`src/rtl/pic_ack_ctrl.sv`:
```
`default_nettype none
// ============================================================================
// Module   : pic_ack_ctrl
// Purpose  : 8259-style INT/INTA sequencer, in-service register, EOI and
//            rotating lowest-priority pointer.
// Revision : 1.0 - initial release
// ============================================================================
module pic_ack_ctrl #(
  parameter int NUM_IRQ = 8,
  parameter int ID_W    = 3
) (
  input  logic               clk,
  input  logic               rst,
  input  logic               int_req,
  input  logic [ID_W-1:0]    int_id,
  input  logic               inta_n,
  input  logic               aeoi,
  input  logic               rot,
  input  logic               eoi_cmd,
  input  logic               eoi_specific,
  input  logic [ID_W-1:0]    eoi_level,
  input  logic [4:0]         vec_base,
  output logic               int_out,
  output logic [NUM_IRQ-1:0] isr,
  output logic [NUM_IRQ-1:0] irr_clr,
  output logic [ID_W-1:0]    prio_low,
  output logic [7:0]         data_out,
  output logic               data_oe
);

  localparam logic [2:0] c_st_idle = 3'd0;
  localparam logic [2:0] c_st_req  = 3'd1;
  localparam logic [2:0] c_st_ack1 = 3'd2;
  localparam logic [2:0] c_st_gap  = 3'd3;
  localparam logic [2:0] c_st_ack2 = 3'd4;

  logic [2:0]         r_state;
  logic [2:0]         w_state_nxt;
  logic               r_inta_n_q;
  logic               w_fall;
  logic               w_rise;
  logic [ID_W-1:0]    r_lvl;
  logic               r_spur;
  logic               r_int_out;
  logic [NUM_IRQ-1:0] r_isr;
  logic [NUM_IRQ-1:0] r_irr_clr;
  logic [ID_W-1:0]    r_prio_low;
  logic [7:0]         r_data_out;
  logic               r_data_oe;

  logic               w_req;
  logic               w_ack1;
  logic               w_vec;
  logic               w_done;
  logic [NUM_IRQ-1:0] w_set;
  logic [NUM_IRQ-1:0] w_aeoi_clr;
  logic               w_aeoi_prio;
  logic [NUM_IRQ-1:0] w_eoi_clr;
  logic               w_eoi_prio_vld;
  logic [ID_W-1:0]    w_eoi_prio;
  logic               w_ns_found;
  logic [ID_W-1:0]    w_ns_lvl;

  assign w_fall = r_inta_n_q & ~inta_n;
  assign w_rise = ~r_inta_n_q & inta_n;

  always_ff @(posedge clk) begin
    if (rst) begin
      r_state    <= c_st_idle;
      r_inta_n_q <= 1'b1;
    end else begin
      r_state    <= w_state_nxt;
      r_inta_n_q <= inta_n;
    end
  end

  always_comb begin
    w_state_nxt = r_state;
    case (r_state)
      c_st_idle: if (int_req) w_state_nxt = c_st_req;
      c_st_req:  if (w_fall)  w_state_nxt = c_st_ack1;
      c_st_ack1: if (w_rise)  w_state_nxt = c_st_gap;
      c_st_gap:  if (w_fall)  w_state_nxt = c_st_ack2;
      c_st_ack2: if (w_rise)  w_state_nxt = c_st_idle;
      default:                w_state_nxt = c_st_idle;
    endcase
  end

  // Sequence strobes; the datapath below acts on them at the same edge.
  always_comb begin
    w_req  = (r_state == c_st_idle) & int_req;
    w_ack1 = (r_state == c_st_req)  & w_fall;
    w_vec  = (r_state == c_st_gap)  & w_fall;
    w_done = (r_state == c_st_ack2) & w_rise;
  end

  // Scan from lowest to highest priority so the highest-priority set bit wins.
  always_comb begin
    w_ns_found = 1'b0;
    w_ns_lvl   = '0;
    for (int k = NUM_IRQ; k >= 1; k--) begin
      if (r_isr[r_prio_low + ID_W'(k)]) begin
        w_ns_found = 1'b1;
        w_ns_lvl   = r_prio_low + ID_W'(k);
      end
    end
  end

  always_comb begin
    w_eoi_clr      = '0;
    w_eoi_prio_vld = 1'b0;
    w_eoi_prio     = '0;
    if (eoi_cmd) begin
      if (eoi_specific) begin
        w_eoi_clr      = NUM_IRQ'(1) << eoi_level;
        w_eoi_prio_vld = rot;
        w_eoi_prio     = eoi_level;
      end else if (w_ns_found) begin
        w_eoi_clr      = NUM_IRQ'(1) << w_ns_lvl;
        w_eoi_prio_vld = rot;
        w_eoi_prio     = w_ns_lvl;
      end
    end
  end

  assign w_set       = (w_ack1 & int_req) ? (NUM_IRQ'(1) << int_id) : '0;
  assign w_aeoi_clr  = (w_done & aeoi & ~r_spur) ? (NUM_IRQ'(1) << r_lvl) : '0;
  assign w_aeoi_prio = w_done & aeoi & ~r_spur & rot;

  always_ff @(posedge clk) begin
    if (rst) begin
      r_lvl      <= '1;
      r_spur     <= 1'b0;
      r_int_out  <= 1'b0;
      r_isr      <= '0;
      r_irr_clr  <= '0;
      r_prio_low <= '1;
      r_data_out <= '0;
      r_data_oe  <= 1'b0;
    end else begin
      if (w_ack1) begin
        r_lvl  <= int_req ? int_id : '1;
        r_spur <= ~int_req;
      end
      if (w_req) begin
        r_int_out <= 1'b1;
      end else if (w_ack1) begin
        r_int_out <= 1'b0;
      end
      r_isr     <= (r_isr & ~w_eoi_clr & ~w_aeoi_clr) | w_set;
      r_irr_clr <= w_set;
      if (w_eoi_prio_vld) begin
        r_prio_low <= w_eoi_prio;
      end else if (w_aeoi_prio) begin
        r_prio_low <= r_lvl;
      end
      if (w_vec) begin
        r_data_out <= {vec_base, r_lvl};
        r_data_oe  <= 1'b1;
      end else if (w_done) begin
        r_data_out <= '0;
        r_data_oe  <= 1'b0;
      end
    end
  end

  assign int_out  = r_int_out;
  assign isr      = r_isr;
  assign irr_clr  = r_irr_clr;
  assign prio_low = r_prio_low;
  assign data_out = r_data_out;
  assign data_oe  = r_data_oe;

endmodule
`default_nettype wire

```
`config.mk`:
```
export PLATFORM = sky130hd
export DESIGN_NAME = pic_ack_ctrl
export DESIGN_NICKNAME = d
export VERILOG_FILES = /design/src/rtl/pic_ack_ctrl.sv
export SDC_FILE = /design/constraint.sdc
export NUM_CORES = 1
export LEC_CHECK = 0
export CELL_PAD_IN_SITES_DETAIL_PLACEMENT = 2
export CELL_PAD_IN_SITES_GLOBAL_PLACEMENT = 2
export CORE_MARGIN = 1.5
export CORE_UTILIZATION = 34
export DETAILED_ROUTE_END_ITERATION = 6
export PLACE_DENSITY_LB_ADDON = 0.1
export SLEW_MARGIN = 30
export SYNTH_ARGS = -nofsm -noshare
export SYNTH_HDL_FRONTEND = slang
export SYNTH_SLANG_ARGS = --single-unit
export TNS_END_PERCENT = 5
```
`constraint.sdc`:
```
create_clock -name clk -period 5.2 [get_ports clk]
set_input_delay 1.04 -clock clk [delete_from_list [all_inputs] [get_ports clk]]
set_output_delay 1.04 -clock clk [all_outputs]
set_load 0.005 [all_outputs]
```
==> impl_metrics.toml <==
[finish]
area_growth_pct = 24.88
num-nets-final = 346
antenna_cells = 0
fillers = 826
multiInputGateArea_um2 = 1693
regArea_um2 = 740.7
drive_above_1_share = 0.1166

[cts]
postCtsHoldBufs = 0
clk_pin_slew_ns = 0.08
root_buffer = "clkbuf_8"
cts_buffers = 5
htree_levels = 2
cts_num_sinks = 37
post_cts_resized = 0
clock_latency_ns = 0.30
tritoncts = "built"
post_cts.repair.setup_buffers = 0
cts_buffer_depth = 2

[flow_run]
drv_cap = 0

[timing]
slew_violations = 0
setup_tns_ns = 0
finClkSkew_ns = 0.004967
setup_ws_ns = 1.287
fmax_ghz = 0.2555
layout_min_cycle_time_ns = 3.913
setup_viol = 0
worst_slew_pin_slew_ns = 0.8270
rsz0062_at_grt = "no"
maxSlewHeadroom = 0.4479
fin_crit_sh = 0.7525
hold_viol_final = 0

[die]
coreArea_um2 = 7292
die_w_um = 90.03
num_rows = 31
num_io_pins = 48
initial_core_util = 0.3531
die_height_um = 90.03
design.die.area_um2 = 8105

[placed_design]
routabilityCongestion = 0.8464
io_buffer_count = 47
dpl_worst_slack_ns = 1.308
dp.final_hpwl_um = 6872

[critical_path]
crit_path_start_kind = "flop"
worst_setup_path_end_kind = "flop"
worstPathArrival_ns = 4.10
worstPathRequired_ns = 5.38
crit_fanout = 17
critPathKind = "flop to flop"

[route]
num_vias = 2528
drc = 0
viasPerCell = 5.948
ant_nets = 0
wl_um = 9268
routedWlPerCell_um = 21.81
drt_iter0_drc = 98
firstDrtPassIters = 4

[grt]
grt_max_degree = 23
overflow = 0
antenna_found_initial = 0
grt_pass1_vias = 2738
grt_pass1_wl_um = 15010
grtUsageTotal = 0.2359

[synthesis]
async_reset_ff_frac = 0
synth_cell_types = 58
yosysSeqAreaShare = 0.2877
yosysTopAreaCellShare = 0.2877
synthTopCellsByArea = "dfxtp_1 29%, mux4_2 10%, nor2_1 4.2%"
ys_seq_elements = 37
synthCells = 286
yosysMostFrequentCell = "dfxtp_1"
syn_area_um2 = 2575
synth.top_cells.by_count = "37 x dfxtp_1, 29 x nor2_1, 23 x nand2_1"
synth_area_leader_cell = "dfxtp_1"
avgSynthCellArea_um2 = 9.003
synth-edff-count = 0
ys.warnings.count = 0
syn-num-nets = 307
synth-main-ff-cell = "dfxtp_1"

[status]
status = "finished, final reports clean"

[pwr]
pwr_density_cell_nw_per_um2 = 218.9
p_leak_nw = 1.199
ir_drop_mv = 0.08523

[hold_path]
hp-class = "flop to flop"
## cells by family after synthesis
group	synth area share
simple gates	0.2187
compound gates	0.2133
flops	0.2877
buf+inv	0.05491
mux	0.2021
xor+xnor	0.01360
fa+ha+maj	0.009717
## cell usage in the layout (no fill, tap or decap), drive strengths merged, types with 3 or more instances in the layout
master	count
buf	4
a21oi	15
a311oi	3
mux4	16
nor2b	6
a22oi	10
dfxtp	37
nor4	4
or2	3
nor2	30
a31oi	3
o31ai	3
and3	3
and2	3
xor2	4
a211oi	4
mux2i	7
clkdlybuf4s50	47
nand3	10
nor4b	4
nand3b	6
nand2	23
nand2b	3
a221oi	6
inv	10
nor3	6
clkbuf	7
o21ai	17
mux2	5
## metrics by stage
step | power, W | instances | cell area [µm²] | hold WS (ns) | util
after global placement | 0.0004399 | 417 | 3099 | 0.4577 | 0.4250
after global routing | 0.0007398 | 425 | 3216 | 0.5231 | 0.4410
after detailed placement | 0.0004432 | 417 | 3099 | 0.4741 | 0.4250
final | 0.0007039 | 425 | 3216 | 0.4815 | 0.4410
after CTS | 0.0007144 | 425 | 3216 | 0.4900 | 0.4410
after floorplan | 0.0003940 | 286 | 2575 | 0.4625 | -
## state kept, by name, indices dropped and copies added (netlist names)
register and cells:
r_inta_n_q 1, r_lvl 3, prio_low 3, int_out 1, irr_clr 8, isr 8
r_spur 1, data_oe 1, data_out 8, r_state 3
## layer usage
metal | global-route usage | vias up | part of all wire
met5 | 0 | - | 0
met4 | 0.06878 | 0 | 0.016
met3 | 0.03469 | 14 | 0.026
met2 | 0.4192 | 50 | 0.52
met1 | 0.2940 | 1297 | 0.44
li1 | - | 1167 | -
## worst max-delay path, stage by stage, from the launching register on
cell and delay, ns:
dfxtp_1 0.32, buf_4 0.24, clkinv_1 0.26, ha_1 0.74, mux4_2 0.69, mux2i_2 0.33, nor2b_1 0.17, o221ai_1 0.13
a21oi_2 0.17, nor2_1 0.11, o311a_1 0.36, a211o_1 0.28
## power breakdown
part	leakage (nW)	switching, W	internal [W]	total (W)
clock	0.0585	0.000110	0.000157	0.000266
sequential	0.300	0.0000115	0.000290	0.000301
combinational	0.840	0.0000752	0.0000610	0.000136
total	1.20	0.000197	0.000507	0.000704
## path summary, 6_finish.rpt
kind / startpoint / end / slack, ns / cells past startpoint
setup / recovery: prio_low[1]$_SDFFE_PP1P_ / isr[4]$_SDFF_PP0_ / 1.29 / 11
hold / removal: int_out$_SDFFE_PP0P_ / int_out$_SDFFE_PP0P_ / 0.48 / 2
setup reg to reg: prio_low[1]$_SDFFE_PP1P_ / isr[4]$_SDFF_PP0_ / 1.29 / 11
hold reg to reg: int_out$_SDFFE_PP0P_ / int_out$_SDFFE_PP0P_ / 0.48 / 2
## cell type report
cell class,instances,area share
clock buffers,7,0.02685
well taps,99,0.03852
multi-input cells,219,0.5265
clock inverters,1,0.009339
flip-flops and latches,37,0.2304
repair buffers,51,0.1556
inverters,11,0.01284
(Power assumes the default switching activity.)
